==> config.mk <==
export PLATFORM = sky130hd
export DESIGN_NAME = forward_ctrl
export DESIGN_NICKNAME = d
export VERILOG_FILES = /design/src/rtl/fwd_pkg.sv /design/src/rtl/fwd_sel.sv /design/src/rtl/forward_ctrl.sv
export SDC_FILE = /design/constraint.sdc
export NUM_CORES = 1
export LEC_CHECK = 0
export ABC_AREA = 1
export CORE_ASPECT_RATIO = 0.9
export CORE_MARGIN = 3
export CORE_UTILIZATION = 30
export DETAILED_ROUTE_END_ITERATION = 16
export HOLD_SLACK_MARGIN = 0.15
export SLEW_MARGIN = 10
export SYNTH_ARGS = -nofsm -noshare
export SYNTH_HDL_FRONTEND = slang
export SYNTH_SLANG_ARGS = --single-unit
==> constraint.sdc <==
create_clock -name clk_i -period 1.34 [get_ports clk_i]
set_clock_uncertainty 0.1 [all_clocks]
set_input_delay 0.268 -clock clk_i [delete_from_list [all_inputs] [get_ports clk_i]]
set_output_delay 0.268 -clock clk_i [all_outputs]
set_load 0.03 [all_outputs]
==> src/rtl/fwd_pkg.sv <==
// Shared definitions for the EX-stage operand forwarding logic.
// Provides the operand-mux select encoding and the pipeline shadow-slot
// types so every operand-mux user decodes selects identically.
package fwd_pkg;

    localparam int unsigned REG_W = 5;
    localparam int unsigned SEL_W = 2;
    localparam int unsigned CNT_W = 32;

    typedef logic [SEL_W-1:0] sel_t;

    localparam sel_t SEL_RF   = 2'b00;
    localparam sel_t SEL_WB   = 2'b01;
    localparam sel_t SEL_MEM  = 2'b10;
    localparam sel_t SEL_ZERO = 2'b11;

    // EX shadow slot: needs sources for forwarding and memread for load-use
    typedef struct packed {
        logic             valid;
        logic [REG_W-1:0] rs1;
        logic [REG_W-1:0] rs2;
        logic [REG_W-1:0] rd;
        logic             regwrite;
        logic             memread;
    } ex_slot_t;

    // MEM/WB shadow slot: only the write-back identity matters downstream
    typedef struct packed {
        logic             valid;
        logic [REG_W-1:0] rd;
        logic             regwrite;
    } ret_slot_t;

endpackage

==> src/rtl/fwd_sel.sv <==
// Per-operand forwarding priority compare.
// Ports:
//   ex_valid            EX slot holds a real instruction
//   rs                  EX source register index for this operand
//   mem_valid/regwrite/rd  MEM slot write-back identity
//   wb_valid/regwrite/rd   WB slot write-back identity
//   sel                 operand mux select (combinational)
module fwd_sel
    import fwd_pkg::*;
(
    input  logic             ex_valid,
    input  logic [REG_W-1:0] rs,
    input  logic             mem_valid,
    input  logic             mem_regwrite,
    input  logic [REG_W-1:0] mem_rd,
    input  logic             wb_valid,
    input  logic             wb_regwrite,
    input  logic [REG_W-1:0] wb_rd,
    output sel_t             sel
);

    logic mem_hit;
    logic wb_hit;

    assign mem_hit = mem_valid && mem_regwrite && (mem_rd == rs);
    assign wb_hit  = wb_valid  && wb_regwrite  && (wb_rd  == rs);

    // x0 reads as constant zero; the younger MEM result beats WB
    always_comb begin
        sel = SEL_RF;
        if (!ex_valid) begin
            sel = SEL_RF;
        end else if (rs == REG_W'(0)) begin
            sel = SEL_ZERO;
        end else if (mem_hit) begin
            sel = SEL_MEM;
        end else if (wb_hit) begin
            sel = SEL_WB;
        end
    end

endmodule

==> src/rtl/forward_ctrl.sv <==
// Pipeline forwarding and load-use hazard controller.
// Tracks EX/MEM/WB shadow slots and produces EX operand-mux selects plus
// a load-use stall request.
// Ports:
//   clk_i, rst_i (async, active-low)
//   id_valid_i, id_rs1_i, id_rs2_i, id_rd_i, id_regwrite_i, id_memread_i
//   hold_i   freeze all slots
//   flush_i  discard the ID instruction (EX gets a bubble)
//   fwd_a_o, fwd_b_o  operand select codes (combinational from slots)
//   stall_o           load-use stall request (combinational)
//   stall_cnt_o       stall cycle counter, only with FWD_STALL_CNT_EN defined
module forward_ctrl
    import fwd_pkg::*;
(
    input  logic             clk_i,
    input  logic             rst_i,
    input  logic             id_valid_i,
    input  logic [REG_W-1:0] id_rs1_i,
    input  logic [REG_W-1:0] id_rs2_i,
    input  logic [REG_W-1:0] id_rd_i,
    input  logic             id_regwrite_i,
    input  logic             id_memread_i,
    input  logic             hold_i,
    input  logic             flush_i,
    output logic [SEL_W-1:0] fwd_a_o,
    output logic [SEL_W-1:0] fwd_b_o,
    output logic             stall_o
`ifdef FWD_STALL_CNT_EN
    ,
    output logic [CNT_W-1:0] stall_cnt_o
`endif
);

    ex_slot_t  ex_q;
    ret_slot_t mem_q;
    ret_slot_t wb_q;
    ex_slot_t  id_slot;
    sel_t      sel_a;
    sel_t      sel_b;

    // Pack the ID-stage inputs into the EX slot shape
    always_comb begin
        id_slot          = '0;
        id_slot.valid    = id_valid_i;
        id_slot.rs1      = id_rs1_i;
        id_slot.rs2      = id_rs2_i;
        id_slot.rd       = id_rd_i;
        id_slot.regwrite = id_regwrite_i;
        id_slot.memread  = id_memread_i;
    end

    // Load in EX whose result the ID instruction needs next cycle
    assign stall_o = id_valid_i && ex_q.valid && ex_q.memread &&
                     (ex_q.rd != REG_W'(0)) &&
                     ((ex_q.rd == id_rs1_i) || (ex_q.rd == id_rs2_i));

    // Slot pipeline: hold beats flush beats stall; MEM/WB always advance
    always_ff @(posedge clk_i or negedge rst_i) begin
        if (!rst_i) begin
            ex_q  <= '0;
            mem_q <= '0;
            wb_q  <= '0;
        end else if (!hold_i) begin
            ex_q           <= (flush_i || stall_o) ? '0 : id_slot;
            mem_q.valid    <= ex_q.valid;
            mem_q.rd       <= ex_q.rd;
            mem_q.regwrite <= ex_q.regwrite;
            wb_q           <= mem_q;
        end
    end

    fwd_sel u_sel_a (
        .ex_valid     (ex_q.valid),
        .rs           (ex_q.rs1),
        .mem_valid    (mem_q.valid),
        .mem_regwrite (mem_q.regwrite),
        .mem_rd       (mem_q.rd),
        .wb_valid     (wb_q.valid),
        .wb_regwrite  (wb_q.regwrite),
        .wb_rd        (wb_q.rd),
        .sel          (sel_a)
    );

    fwd_sel u_sel_b (
        .ex_valid     (ex_q.valid),
        .rs           (ex_q.rs2),
        .mem_valid    (mem_q.valid),
        .mem_regwrite (mem_q.regwrite),
        .mem_rd       (mem_q.rd),
        .wb_valid     (wb_q.valid),
        .wb_regwrite  (wb_q.regwrite),
        .wb_rd        (wb_q.rd),
        .sel          (sel_b)
    );

    assign fwd_a_o = sel_a;
    assign fwd_b_o = sel_b;

`ifdef FWD_STALL_CNT_EN
    logic [CNT_W-1:0] stall_cnt_q;

    // Saturating count of cycles actually lost to load-use stalls
    always_ff @(posedge clk_i or negedge rst_i) begin
        if (!rst_i) begin
            stall_cnt_q <= '0;
        end else if (!hold_i && stall_o && (stall_cnt_q != '1)) begin
            stall_cnt_q <= stall_cnt_q + CNT_W'(1);
        end
    end

    assign stall_cnt_o = stall_cnt_q;
`endif

endmodule

==> out/results.ini <==
[placement]
hpwl_microns=3565
gp_congestion=0.8636
portBuffers=26
placed_cells=411
pre_cts_slack_ns=-0.5574
placed_cell_area_sq_um=2577

[synth]
syn_nets=302
synth_cell_types=25
synth_compound_area_frac=0.06509
netlist_top_cells_area=dfrtp_1 41%, nand2_1 17%, inv_1 7.8%
yosysMostFrequentCell=nand2_1
synth_top_family_by_area=simple AND/OR/NAND/NOR gates
ys_seq_area_frac=0.4084
syn_area_sq_um=1961
synth_simple_gate_area_share=0.3580
synth-main-ff-cell=dfrtp_1
async_flop_share=1.000
netlist_instances=280
synthAdderAreaFrac=0
synth_top_cell_area_share=0.4084
yosys-top-cells-count=89 x nand2_1, 41 x inv_1, 33 x nor2_1
muxShareOfSynthArea=0.01149
synth_xor_area_frac=0.03574
avgSynthCellArea_sq_um=7.002
synth_top_area_cell=dfrtp_1
synth_edf_count=0
synth.yosys.warnings=0
yosys_register_bits=32

[timing]
hold_viol=0
fin_crit_ns=1.886
worst_pin_slew_ns=0.2542
final_max_slew_viol_count=0
slew_headroom=0.8305
fin_setup_tns_ns=-6.355
setup_viol=23
max_freq_ghz=0.5301
rsz0062_at_grt=yes
period_share=1.408
setup_ws_ns=-0.5463

[routing]
detail_route.iter0.violations=35
drc_errors=0
post_drt_wl_per_cell_microns=11.28
via_count=1849
routed_via_density=4.330
drt_pass1_iterations=4
drt_wl_total_microns=4818
ant_nets=0

[critical_path]
cp_top_family=flip-flops
critPathSlowestCell=dfrtp_1
critPathBufInv=1
path_class=flip-flop to primary output
cp_slowest_stage_delay_ns=0.47
start_kind=flip-flop
crit_path_cell_trace=a21oi_1 -> nand4_1 -> nor2_1 -> nand2_2 -> a21oi_4 -> buf_6
cp.required_ns=0.97
end_kind=primary output
crit_path_max_fanout=6
cp.arrival_ns=1.52

[floorplan]
dieArea_sq_um=7543
core-area_sq_um=6216
rows=27
die_h_microns=82.70
num_io_pins=27
die_w_microns=91.22
start_util=0.3154

[finish]
drive_gt1_frac=0.3441
multiInputGateArea_sq_um=1109
stdcell_count=427
final_area_sq_um=2915
nFillCells=640
nets=361
area_delta_synth_final_pct=48.69
antenna_cells=0
final-seq-area_sq_um=808.3

[clock_tree]
clk_path_buf_depth=2
hold_buffers=0
cts_made_buffers=5
h-tree-depth=2
cts_tree=built
cts_sinks=32
ctsRootBufferMaster=clkbuf_8
clk_pin_slew_ns=0.07
clk_latency_ns=0.29

[grt]
first_global_vias=1819
grt_pass1_wl_microns=8204
grtUsageTotal=0.1367
gr-total-overflow=0
grt_max_degree=33
antenna_found_initial=0

[outcome]
violations=negative setup slack
status=complete, but fails checks

[job]
maxCapViolations=0

[power]
vdd_ir_drop_max_mv=0.3362
p_leak_nw=1.443
powerDensity_nw_per_um2=898.2

[worst_hold_path]
hp-class=input pin to flip-flop

[layout make-up]
type | count | area share
multi-input cells | 194 | 0.3803
inverters | 45 | 0.05923
repair buffers | 61 | 0.2142
well taps | 87 | 0.03734
flip-flops and latches | 32 | 0.2773
clock inverters | 2 | 0.003433
clock buffers | 6 | 0.02833
[path summary, 6_finish.rpt]
| kind | endpoint | cells after the start | startpoint | slack, ns |
|---|---|---|---|---|
| worst max register to register | ex_q[4]$_DFFE_PN0N_ | 10 | ex_q[2]$_DFFE_PN0N_ | -0.23 |
| worst min-delay path | ex_q[1]$_DFFE_PN0N_ | 3 | hold_i | 0.21 |
| worst min register to register | ex_q[1]$_DFFE_PN0N_ | 2 | ex_q[1]$_DFFE_PN0N_ | 0.38 |
| min in group asynchronous | wb_q[5]$_DFFE_PN0N_ | 2 | rst_i | 0.25 |
| max in group asynchronous | ex_q[3]$_DFFE_PN0N_ | 2 | rst_i | 0.70 |
| worst max-delay path | fwd_b_o[0] | 6 | ex_q[10]$_DFFE_PN0N_ | -0.55 |
[power by group]
group | switching [mW] | internal, mW
clock network | 0.371 | 0.410
registers | 0.106 | 1.06
logic | 0.339 | 0.336
total | 0.817 | 1.80
[state kept, by name, summed over array words and instances, names as in the netlist]
register	count
ex_q	18
mem_q	7
wb_q	7
[layout by cell type (no fill, tap or decap), types with 2 or more instances in the layout]
master           Yosys  routed
inv_2                3       9
a21oi_4              0       4
nand4_1              4       4
clkdlybuf4s50_1      0      16
dfrtp_1             32      26
nand2_1             89      84
a21oi_1              9       2
dlymetal6s2s_1       1       2
clkinv_2             0       2
nor3_2               0       3
a21oi_2              0       3
inv_1               41      34
nand2_2              1       6
o22ai_1              2       2
xor2_1               2       2
xnor2_1              6       5
nor2_1              33      26
buf_4                1      26
nand3_1             17       2
nor2_2               0       7
buf_6                0       7
mux2_2               2       2
dfrtp_2              0       6
nand3_2              9      24
dlygate4sd2_1        0       2
buf_12               0       5
clkbuf_8             1       6
o21ai_0             14      13
[timing repair]
action,4_1_cts,5_1_grt
endpoints found under the setup margin,23,23
gates resized for setup,31,22
pin swaps,7,15
setup buffers,5,2
cloned,1,0
[per-stage QoR]
stage,utilization,power [mW],hold slack [ns]
after floorplan,-,1.503,-0.1276
after global placement,0.4147,1.772,0.3623
after detailed placement,0.4147,1.783,0.3694
after CTS,0.4579,2.604,0.2049
after global routing,0.4690,2.772,0.2188
final,0.4690,2.619,0.2104
[worst min-delay path: cells and delay by family]
family,cells,cell delay [ns]
simple gates,2,0.12
buf+inv,1,0.17
[per-layer routing]
metal  GRT usage  share of wire  vias up
li1            -              -      980
met1      0.1794           0.49      816
met2      0.2182           0.44       38
met3     0.03261          0.039       15
met4     0.05723          0.024        0
met5           0              0        -
[logic make-up (layout without fill, tap and decap cells)]
family / count (synthesis) / count (layout)
simple gates: 159 / 159
buf+inv: 54 / 114
flops: 32 / 32
compound gates: 25 / 25
xor+xnor: 8 / 8
mux: 2 / 2
(Power assumes the default switching activity.)
